===== src/rtl/alu_pkg.sv =====
// Purpose: shared ALU opcode encodings and arbiter state type for the ALU sharing block.
// Latency: n/a (declarations only).
// Backpressure: n/a.
package alu_pkg;

    localparam logic [5:0] ALU_ADD  = 6'd0;
    localparam logic [5:0] ALU_SUB  = 6'd1;
    localparam logic [5:0] ALU_AND  = 6'd2;
    localparam logic [5:0] ALU_OR   = 6'd3;
    localparam logic [5:0] ALU_XOR  = 6'd4;
    localparam logic [5:0] ALU_SLL  = 6'd5;
    localparam logic [5:0] ALU_SRL  = 6'd6;
    localparam logic [5:0] ALU_SRA  = 6'd7;
    localparam logic [5:0] ALU_SLT  = 6'd8;
    localparam logic [5:0] ALU_SLTU = 6'd9;

    typedef enum logic [1:0] {
        ARB_IDLE  = 2'd0,
        ARB_ISSUE = 2'd1,
        ARB_RESP  = 2'd2
    } arb_state_t;

endpackage


===== src/rtl/alu_share_arbiter_rr_pick.sv =====
// Purpose: round-robin winner search, first valid requester at or after rr_ptr with wrap.
// Latency: purely combinational.
// Backpressure: none; the caller decides whether the pick is used.
module rr_pick #(
    parameter int NUM_REQ  = 4,
    parameter int ID_WIDTH = 2
) (
    input  logic [NUM_REQ-1:0]  req_valid,
    input  logic [ID_WIDTH-1:0] rr_ptr,
    output logic                gnt_valid,
    output logic [ID_WIDTH-1:0] gnt_id
);

    // Walk NUM_REQ slots starting at rr_ptr; the first valid slot wins.
    always_comb begin : search
        int idx;
        idx       = 0;
        gnt_valid = 1'b0;
        gnt_id    = '0;
        for (int k = 0; k < NUM_REQ; k++) begin
            idx = int'(rr_ptr) + k;
            if (idx >= NUM_REQ) begin
                idx = idx - NUM_REQ;
            end
            if (!gnt_valid && req_valid[idx]) begin
                gnt_valid = 1'b1;
                gnt_id    = ID_WIDTH'(idx);
            end
        end
    end

endmodule


===== src/rtl/alu_share_arbiter.sv =====
// Purpose: time-share one combinational ALU among NUM_REQ requesters, round-robin.
// Latency: accept at cycle T, rsp_valid at T+2; one op per 3 cycles at best.
// Backpressure: result held until rsp_ready; no new request accepted until it drains.
module alu_share_arbiter
    import alu_pkg::*;
#(
    parameter int NUM_REQ    = 4,
    parameter int DATA_WIDTH = 32,
    parameter int CTRL_WIDTH = 6,
    parameter int ID_WIDTH   = (NUM_REQ > 1) ? $clog2(NUM_REQ) : 1
) (
    input  logic                           clock,
    input  logic                           reset,
    input  logic [NUM_REQ-1:0]             req_valid,
    output logic [NUM_REQ-1:0]             req_ready,
    input  logic [NUM_REQ*CTRL_WIDTH-1:0]  req_ctrl,
    input  logic [NUM_REQ*DATA_WIDTH-1:0]  req_a,
    input  logic [NUM_REQ*DATA_WIDTH-1:0]  req_b,
    output logic [CTRL_WIDTH-1:0]          alu_ctrl_out,
    output logic [DATA_WIDTH-1:0]          alu_a_out,
    output logic [DATA_WIDTH-1:0]          alu_b_out,
    input  logic [DATA_WIDTH-1:0]          alu_result_in,
    output logic                           rsp_valid,
    input  logic                           rsp_ready,
    output logic [ID_WIDTH-1:0]            rsp_id,
    output logic [DATA_WIDTH-1:0]          rsp_data,
    output logic                           busy
);

    arb_state_t            state;
    arb_state_t            state_nxt;
    logic [ID_WIDTH-1:0]   rr_ptr;
    logic [ID_WIDTH-1:0]   grant_id;
    logic                  gnt_valid;
    logic [ID_WIDTH-1:0]   gnt_id;

    logic [CTRL_WIDTH-1:0] ctrl_arr [NUM_REQ];
    logic [DATA_WIDTH-1:0] a_arr    [NUM_REQ];
    logic [DATA_WIDTH-1:0] b_arr    [NUM_REQ];

    // Unpack the flat per-requester buses into indexable arrays.
    for (genvar g = 0; g < NUM_REQ; g++) begin : g_unpack
        assign ctrl_arr[g] = req_ctrl[g*CTRL_WIDTH +: CTRL_WIDTH];
        assign a_arr[g]    = req_a[g*DATA_WIDTH +: DATA_WIDTH];
        assign b_arr[g]    = req_b[g*DATA_WIDTH +: DATA_WIDTH];
    end

    rr_pick #(
        .NUM_REQ  (NUM_REQ),
        .ID_WIDTH (ID_WIDTH)
    ) u_rr_pick (
        .req_valid (req_valid),
        .rr_ptr    (rr_ptr),
        .gnt_valid (gnt_valid),
        .gnt_id    (gnt_id)
    );

    // State register.
    always_ff @(posedge clock or negedge reset) begin
        if (!reset) begin
            state <= ARB_IDLE;
        end else begin
            state <= state_nxt;
        end
    end

    // Next state and the one-hot accept pulse; only IDLE may accept.
    always_comb begin
        state_nxt = state;
        req_ready = '0;
        case (state)
            ARB_IDLE: begin
                if (gnt_valid) begin
                    req_ready[gnt_id] = 1'b1;
                    state_nxt         = ARB_ISSUE;
                end
            end
            ARB_ISSUE: state_nxt = ARB_RESP;
            ARB_RESP: begin
                if (rsp_ready) begin
                    state_nxt = ARB_IDLE;
                end
            end
            default: state_nxt = ARB_IDLE;
        endcase
    end

    // Datapath: latch winner operands, capture ALU result, advance the pointer on drain.
    // ALU inputs only change on acceptance so the ALU sees stable operands otherwise.
    always_ff @(posedge clock or negedge reset) begin
        if (!reset) begin
            grant_id     <= '0;
            rr_ptr       <= '0;
            alu_ctrl_out <= '0;
            alu_a_out    <= '0;
            alu_b_out    <= '0;
            rsp_valid    <= 1'b0;
            rsp_id       <= '0;
            rsp_data     <= '0;
        end else begin
            case (state)
                ARB_IDLE: begin
                    if (gnt_valid) begin
                        grant_id     <= gnt_id;
                        alu_ctrl_out <= ctrl_arr[gnt_id];
                        alu_a_out    <= a_arr[gnt_id];
                        alu_b_out    <= b_arr[gnt_id];
                    end
                end
                ARB_ISSUE: begin
                    rsp_data  <= alu_result_in;
                    rsp_id    <= grant_id;
                    rsp_valid <= 1'b1;
                end
                ARB_RESP: begin
                    if (rsp_ready) begin
                        rsp_valid <= 1'b0;
                        rr_ptr    <= (grant_id == ID_WIDTH'(NUM_REQ - 1)) ? '0
                                                                          : grant_id + ID_WIDTH'(1);
                    end
                end
                default: ;
            endcase
        end
    end

    assign busy = (state != ARB_IDLE);

endmodule


===== config.mk =====
export PLATFORM = sky130hd
export DESIGN_NAME = alu_share_arbiter
export DESIGN_NICKNAME = d
export VERILOG_FILES = /design/src/rtl/alu_pkg.sv /design/src/rtl/alu_share_arbiter_rr_pick.sv /design/src/rtl/alu_share_arbiter.sv
export SDC_FILE = /design/constraint.sdc
export NUM_CORES = 1
export LEC_CHECK = 0
export BUFFER_PORTS_ARGS = -buffer_cell sky130_fd_sc_hd__buf_2
export CAP_MARGIN = 20
export CORE_AREA = 2 2 166 168
export DETAILED_ROUTE_END_ITERATION = 8
export DIE_AREA = 0 0 168 170
export PLACE_DENSITY = 0.58
export RECOVER_POWER = 100
export SLEW_MARGIN = 20
export SYNTH_ARGS = -nofsm -noshare
export SYNTH_HDL_FRONTEND = slang
export SYNTH_SLANG_ARGS = --single-unit

===== constraint.sdc =====
create_clock -name clock -period 5 [get_ports clock]
set_input_delay 1 -clock clock [delete_from_list [all_inputs] [get_ports clock]]
set_output_delay 1 -clock clock [all_outputs]
set_load 0.005 [all_outputs]

# [Yosys cells after proc, flatten, opt, wreduce, memory -nomap -nowiden]
# Index checks and enable logic that the tools add are counted.
[totals] register_bits=111 out_inout_bits=110
[op_classes] addsub=8 order_cmp=11 n_eq_ne=5 muxes=43 bitwise=1 n_reduce_logical=14
[ops] operator="32-bit 2-to-1 mux" n=8
[ops] operator="32-bit binary-select mux with 2-bit select" n=2
[ops] operator="32-bit by 4-bit < comparator with 1-bit output (second input constant)" n=4
[ops] operator="32-bit by 4-bit >= comparator with 1-bit output (second input constant)" n=3
[ops] operator="32-bit by 4-bit subtractor with 32-bit output (second input constant)" n=3
[ops] operator="1-bit 2-to-1 mux" n=14
[ops] operator="2-bit 2-to-1 mux" n=7
[ops] operator="6-bit binary-select mux with 2-bit select" n=1
[ops] operator="6-bit 2-to-1 mux" n=2
[ops] operator="1-bit binary-select mux with 2-bit select" n=4
[ops] operator="4-bit 2-to-1 mux" n=2
[ops] operator="2-bit AND reduction" n=4
[ops] operator="2-bit by 2-bit adder with 3-bit output (second input constant)" n=2
[ops] operator="2-bit case mux with 3 select lines" n=1
[ops] operator="2-bit == test (second input constant)" n=2
[ops] operator="1-bit logical AND" n=4
[ops] operator="2-bit != test (second input constant)" n=2
[ops] operator="2-bit nonzero test" n=2
[ops] operator="2-bit by 3-bit subtractor with 4-bit output (second input constant)" n=1
[ops] operator="2-bit by 1-bit adder with 3-bit output (second input constant)" n=1
[ops] operator="2-bit by 3-bit >= comparator with 1-bit output (second input constant)" n=1
[ops] operator="3-bit >= comparator (second input constant)" n=1
[ops] operator="1-bit logical NOT" n=3
[ops] operator="2-bit by 3-bit < comparator with 1-bit output (second input constant)" n=1
[ops] operator="7 further kinds" n=7

# [Logic depth before layout (Yosys ltp)]
[depth] depth_word=21 ltp_mapped=8

# [Cells and area by module]
# Synthesis repeated with hierarchy kept, for this count alone.
[unflattened] hier_cells=349 area_unflattened_um2=5948.2
[modules_own_cells] module="alu_share_arbiter" instances=1 cells_each=334 area_each_um2=5870.6 seq_area_each_um2=2777.7
[modules_own_cells] module="rr_pick" instances=1 cells_each=15 area_each_um2=77.6 seq_area_each_um2=0.0

# [Worst setup path after synthesis]
# Ideal clock, no wire load.
[synth_timing] kind="input port to output port" startpoint="in req_valid[2]" endpoint="out req_ready[0]" t_arrival_ns=2.155 required_time_ns=4.000 slack_ns=1.845 path_stages=6 path_buffers=2 path_cell_list="nor2b_1 a21boi_0 o32a_1 buf_2 clkbuf_1 a211oi_1"
[synth_between] elab_chain_len=19 word_cells_on_any_way=33 classes_between="order compare (2); mux (24); reduce/logical (7)"
[synth_rtl] element="start, declared" line="alu_share_arbiter.sv:14" rtl="input logic [NUM_REQ-1:0] req_valid,"
[synth_rtl] element="1-bit binary-select mux with 2-bit select" line="alu_share_arbiter_rr_pick.sv:25" rtl="if (!gnt_valid && req_valid[idx]) begin"
[synth_rtl] element="1-bit 2-to-1 mux (not written as such) (2 in series)" line="alu_share_arbiter_rr_pick.sv:25"
[synth_rtl] element="1-bit 2-to-1 mux" line="alu_share_arbiter_rr_pick.sv:25"
[synth_rtl] element="1-bit logical NOT" line="alu_share_arbiter_rr_pick.sv:25"
[synth_rtl] element="1-bit logical AND" line="alu_share_arbiter_rr_pick.sv:25"
[synth_rtl] element="1-bit 2-to-1 mux" line="alu_share_arbiter_rr_pick.sv:25"
[synth_rtl] element="1-bit logical NOT" line="alu_share_arbiter_rr_pick.sv:25"
[synth_rtl] element="1-bit logical AND" line="alu_share_arbiter_rr_pick.sv:25"
[synth_rtl] element="[... 2 more ...]"
[synth_rtl] element="1-bit logical AND" line="alu_share_arbiter_rr_pick.sv:25"
[synth_rtl] element="2-bit 2-to-1 mux" line="alu_share_arbiter_rr_pick.sv:25"
[synth_rtl] element="2-bit by 3-bit < comparator with 1-bit output (not written as such) / 2-bit by 1-bit >= comparator with 1-bit output (equally long branches)" line="alu_share_arbiter.sv:74" rtl="req_ready[gnt_id] = 1'b1;"
[synth_rtl] element="1-bit logical AND (not written as such)" line="alu_share_arbiter.sv:74"
[synth_rtl] element="1-bit 2-to-1 mux (not written as such)" line="alu_share_arbiter.sv:74"
[synth_rtl] element="1-bit demux with 2-bit select" line="alu_share_arbiter.sv:74"
[synth_rtl] element="4-bit 2-to-1 mux (*)" line="alu_share_arbiter.sv:73" rtl="if (gnt_valid) begin"
[synth_rtl] element="4-bit 2-to-1 mux (*)" line="alu_share_arbiter.sv:71" rtl="case (state)"
[synth_rtl] element="end, declared" line="alu_share_arbiter.sv:15" rtl="output logic [NUM_REQ-1:0] req_ready,"
# Mark *: on every way between the ends. The rest lies on a longest branch, timed or not. The select of a mux whose other input is x is not followed.

# [Worst setup path in the final report]
[layout_timing] startpoint="in req_valid[2]" endpoint="reg alu_a_out[5]"
[layout_between] elab_chain_len=17 word_cells_on_any_way=31 classes_between="mux (23); bitwise (1); reduce/logical (7)"
[layout_rtl] element="1-bit binary-select mux with 2-bit select" line="alu_share_arbiter_rr_pick.sv:25"
[layout_rtl] element="1-bit 2-to-1 mux (not written as such) (2 in series)" line="alu_share_arbiter_rr_pick.sv:25"
[layout_rtl] element="1-bit 2-to-1 mux" line="alu_share_arbiter_rr_pick.sv:25"
[layout_rtl] element="1-bit logical NOT" line="alu_share_arbiter_rr_pick.sv:25"
[layout_rtl] element="1-bit logical AND" line="alu_share_arbiter_rr_pick.sv:25"
[layout_rtl] element="1-bit 2-to-1 mux" line="alu_share_arbiter_rr_pick.sv:25"
[layout_rtl] element="1-bit logical NOT" line="alu_share_arbiter_rr_pick.sv:25"
[layout_rtl] element="1-bit logical AND" line="alu_share_arbiter_rr_pick.sv:25"
[layout_rtl] element="1-bit 2-to-1 mux" line="alu_share_arbiter_rr_pick.sv:25"
[layout_rtl] element="1-bit logical NOT" line="alu_share_arbiter_rr_pick.sv:25"
[layout_rtl] element="1-bit logical AND" line="alu_share_arbiter_rr_pick.sv:25"
[layout_rtl] element="2-bit 2-to-1 mux" line="alu_share_arbiter_rr_pick.sv:25"
[layout_rtl] element="2-bit inverter with 3-bit output (not written as such)" line="alu_share_arbiter.sv:106" rtl="alu_a_out <= a_arr[gnt_id];"
[layout_rtl] element="32-bit binary-select mux with 2-bit select" line="alu_share_arbiter.sv:106"
[layout_rtl] element="32-bit 2-to-1 mux (not written as such) (2 in series)" line="alu_share_arbiter.sv:106"
[layout_rtl] element="end signal, assigned" line="alu_share_arbiter.sv:106"
[layout_rtl] element="end, declared" line="alu_share_arbiter.sv:20" rtl="output logic [DATA_WIDTH-1:0] alu_a_out,"
# Parallel ways exist; a longest one is shown, timed or not. The select of a mux whose other input is x is not followed.
# A chain may end at the register's enable or synchronous reset.

==> metrics.yaml <==
final_antenna_net_count: 0
synth.distinct_cells: 30
synth.area.top_cells: "dfrtp_1, a211oi_1, and3_1"
yosys_warnings: 0
clockPowerShare_pct: 15.0
die_w_microns: 168
r2r-end: "alu_a_out[5]"
p_seq_share_pct: 32.0
cts.repair.resized: 0
area_delta_synth_final_pct: 37.42
initial_core_util_pct: 24.68
die_area_sq_um: 28560
hp-class: "register to register"
power_density_nw_per_um2: 565.8
setup_violations: 0
hpwl_microns: 18490
cp-startpoint: "req_valid[2]"
grt_setup_unrepaired: "no"
hold_viol: 0
multiInputGateArea_sq_um: 3349
numCtsBuffers: 9
syn_area_sq_um: 6578
n_fill_cell: 2872
setup.worst_path.end: "alu_a_out[5]"
cts_tree: "done"
synth-edff-count: 0
maxCapViolCount: 5
cts_setup_buffers: 0
cts_htree_levels: 3
vias_per_cell: 5.002
grt_max_degree: 80
drt_iter0_drc: 346
met2WireLength_microns: 12050
rrSetupSlack_ns: 1.29
io_buffer_count: 428
final_area_sq_um: 9039
coreArea_sq_um: 26650
synth_top_cells_by_count: "a211oi_1, and3_1, dfrtp_1"
p_sw_mw: 2.242
met3_wirelength_microns: 1632
post_dp_cell_area_sq_um: 8876
crit_fanout: 39
cts_root_buf: "clkbuf_16"
gp_congestion: 0.8417
setup-tns-final_ns: 0
clk_latency_ns: 0.35
finClkSkew_ns: 0.009605
outcome: "finished, violations left"
period_minus_slack_ns: 4.114
grt_overflow: 0
m1WireLength_microns: 10900
leakagePower_nw: 4.409
startpoint_type: "input pin"
drc: 0
synth_fp_nets: 1010
end_kind: "register"
cts.sink_count: 111
io_pins: 429
clk_pin_slew_ns: 0.08
peakVddDrop_mv: 0.2128
sw_frac_of_total_pct: 43.84
dr.pass1.iters: 4
critPathKind: "input pin to register"
pwr-share-comb_pct: 53.0
regArea_sq_um: 2778
grtUsageTotal_pct: 16.90
wl_per_cell_microns: 17.92
rows: 60
tightest_slew_ns: 2.797
routed.top_layer: "met4"
grt_first_pass_wirelength_microns: 38250
yosysTopAreaCell: "dfrtp_1"
cts_hold_buf: 0
netlist_instances: 690
max_freq_mhz: 243.1
grt_pass1_vias: 6871
drive_above_1_share_pct: 38.56
antenna_found_initial: 0
slew_headroom_pct: -86.44
yosysMostFrequentCell: "a211oi_1"
yosys.area.top_type_share_pct: 42.23
async_flop_share_pct: 100.0
whs_ns: 0.4757
violations: "max-capacitance violations, max-slew violations"
fin_crit_sh_pct: 82.28
ys_ff_latch: 111
r2r_start: "rr_ptr[1]"
wirelength_microns: 25230
slew_viol_final: 252
die_h_microns: 170
fin_nets: 1381
synth_flop_cell: "dfrtp_1"
clk_path_buf_depth: 2
rr_worst_depth: 5
synth_area_per_cell_sq_um: 9.533
worst_ep_required_time_ns: 5.24
yosysSeqAreaShare_pct: 42.23
worstPathArrival_ns: 4.35
intPower_mw: 2.872
vias: 7043
-- per-stage QoR --
step	instances	power [mW]	util, %	setup slack, ns
2_1_floorplan	690	3.435	-	1.845
3_3_place_gp	1391	4.430	33.31	1.398
3_5_place_dp	1391	4.486	33.31	1.341
4_1_cts	1407	5.274	34.48	1.333
5_1_grt	1407	5.551	33.91	0.7375
6_report	1408	5.114	33.92	0.8858
-- critical path: stages --
cell	delay (ns)
buf_2	0.11
nor2b_1	0.15
a21boi_0	0.15
o32ai_1	0.83
clkbuf_1	1.49
a211oi_1	0.26
o31ai_1	0.32
-- layout make-up --
type / count / area share (%)
antenna: 1 / 0.02769
inverter: 3 / 0.1246
clock buffer: 9 / 2.492
clock inverter: 7 / 0.9828
multi-input combinational: 493 / 37.06
timing repair buffer: 443 / 23.86
sequential: 111 / 30.73
tap: 341 / 4.720
-- state kept, by name, indices dropped and copies added, names as in the netlist --
| name | count |
|---|---|
| alu_a_out | 32 |
| alu_b_out | 32 |
| alu_ctrl_out | 6 |
| grant_id | 2 |
| rr_ptr | 2 |
| rsp_data | 32 |
| rsp_id | 2 |
| rsp_valid | 1 |
| state | 2 |
-- logic make-up after synthesis --
| group | Yosys count | synth area share (%) |
|---|---|---|
| buffers and inverters | 86 | 6.943 |
| muxes | 35 | 5.992 |
| AOI/OAI and AO/OA | 221 | 25.28 |
| DFF | 111 | 42.23 |
| and+or+nand+nor | 236 | 19.36 |
| adders and majority gates | 1 | 0.1902 |
-- how the worst min path moves through the flow --
stage | startpoint | cells after the start | end
2_1_floorplan | grant_id[1] | 2 | grant_id[1]
3_3_place_gp | alu_b_out[1] | 2 | alu_b_out[1]
3_5_place_dp | alu_b_out[12] | 2 | alu_b_out[12]
4_1_cts | alu_b_out[12] | 2 | alu_b_out[12]
5_1_grt | alu_a_out[6] | 2 | alu_a_out[6]
6_report | alu_a_out[14] | 2 | alu_a_out[14]
-- power by group through the flow --
| stage | clock network [mW] | registers, mW | logic [mW] |
|---|---|---|---|
| CTS | 0.804 | 1.63 | 2.84 |
| floorplan | 0 | 1.64 | 1.79 |
| detailed placement | 0 | 1.64 | 2.84 |
| finish | 0.766 | 1.64 | 2.71 |
| global route | 0.837 | 1.70 | 3.02 |
| global placement | 0 | 1.63 | 2.80 |
-- placed cells by master, fill, tap and decap left out, types with 3 or more instances in the layout --
cell type  instances
dfrtp_1          111
nand2_1           77
buf_2            343
nor2b_1            5
nor2_1             7
clkinv_8           3
mux2_2            35
clkbuf_16          9
o31ai_1           71
inv_1              3
a211oi_1         142
clkbuf_1          87
and3_1           140
buf_4              8
-- layer usage --
metal	track usage [%]	up-vias
met4	5.671	0
met1	21.47	3322
met5	0	-
li1	-	3368
met3	3.581	40
met2	28.58	313
(Power assumes the default switching activity.)
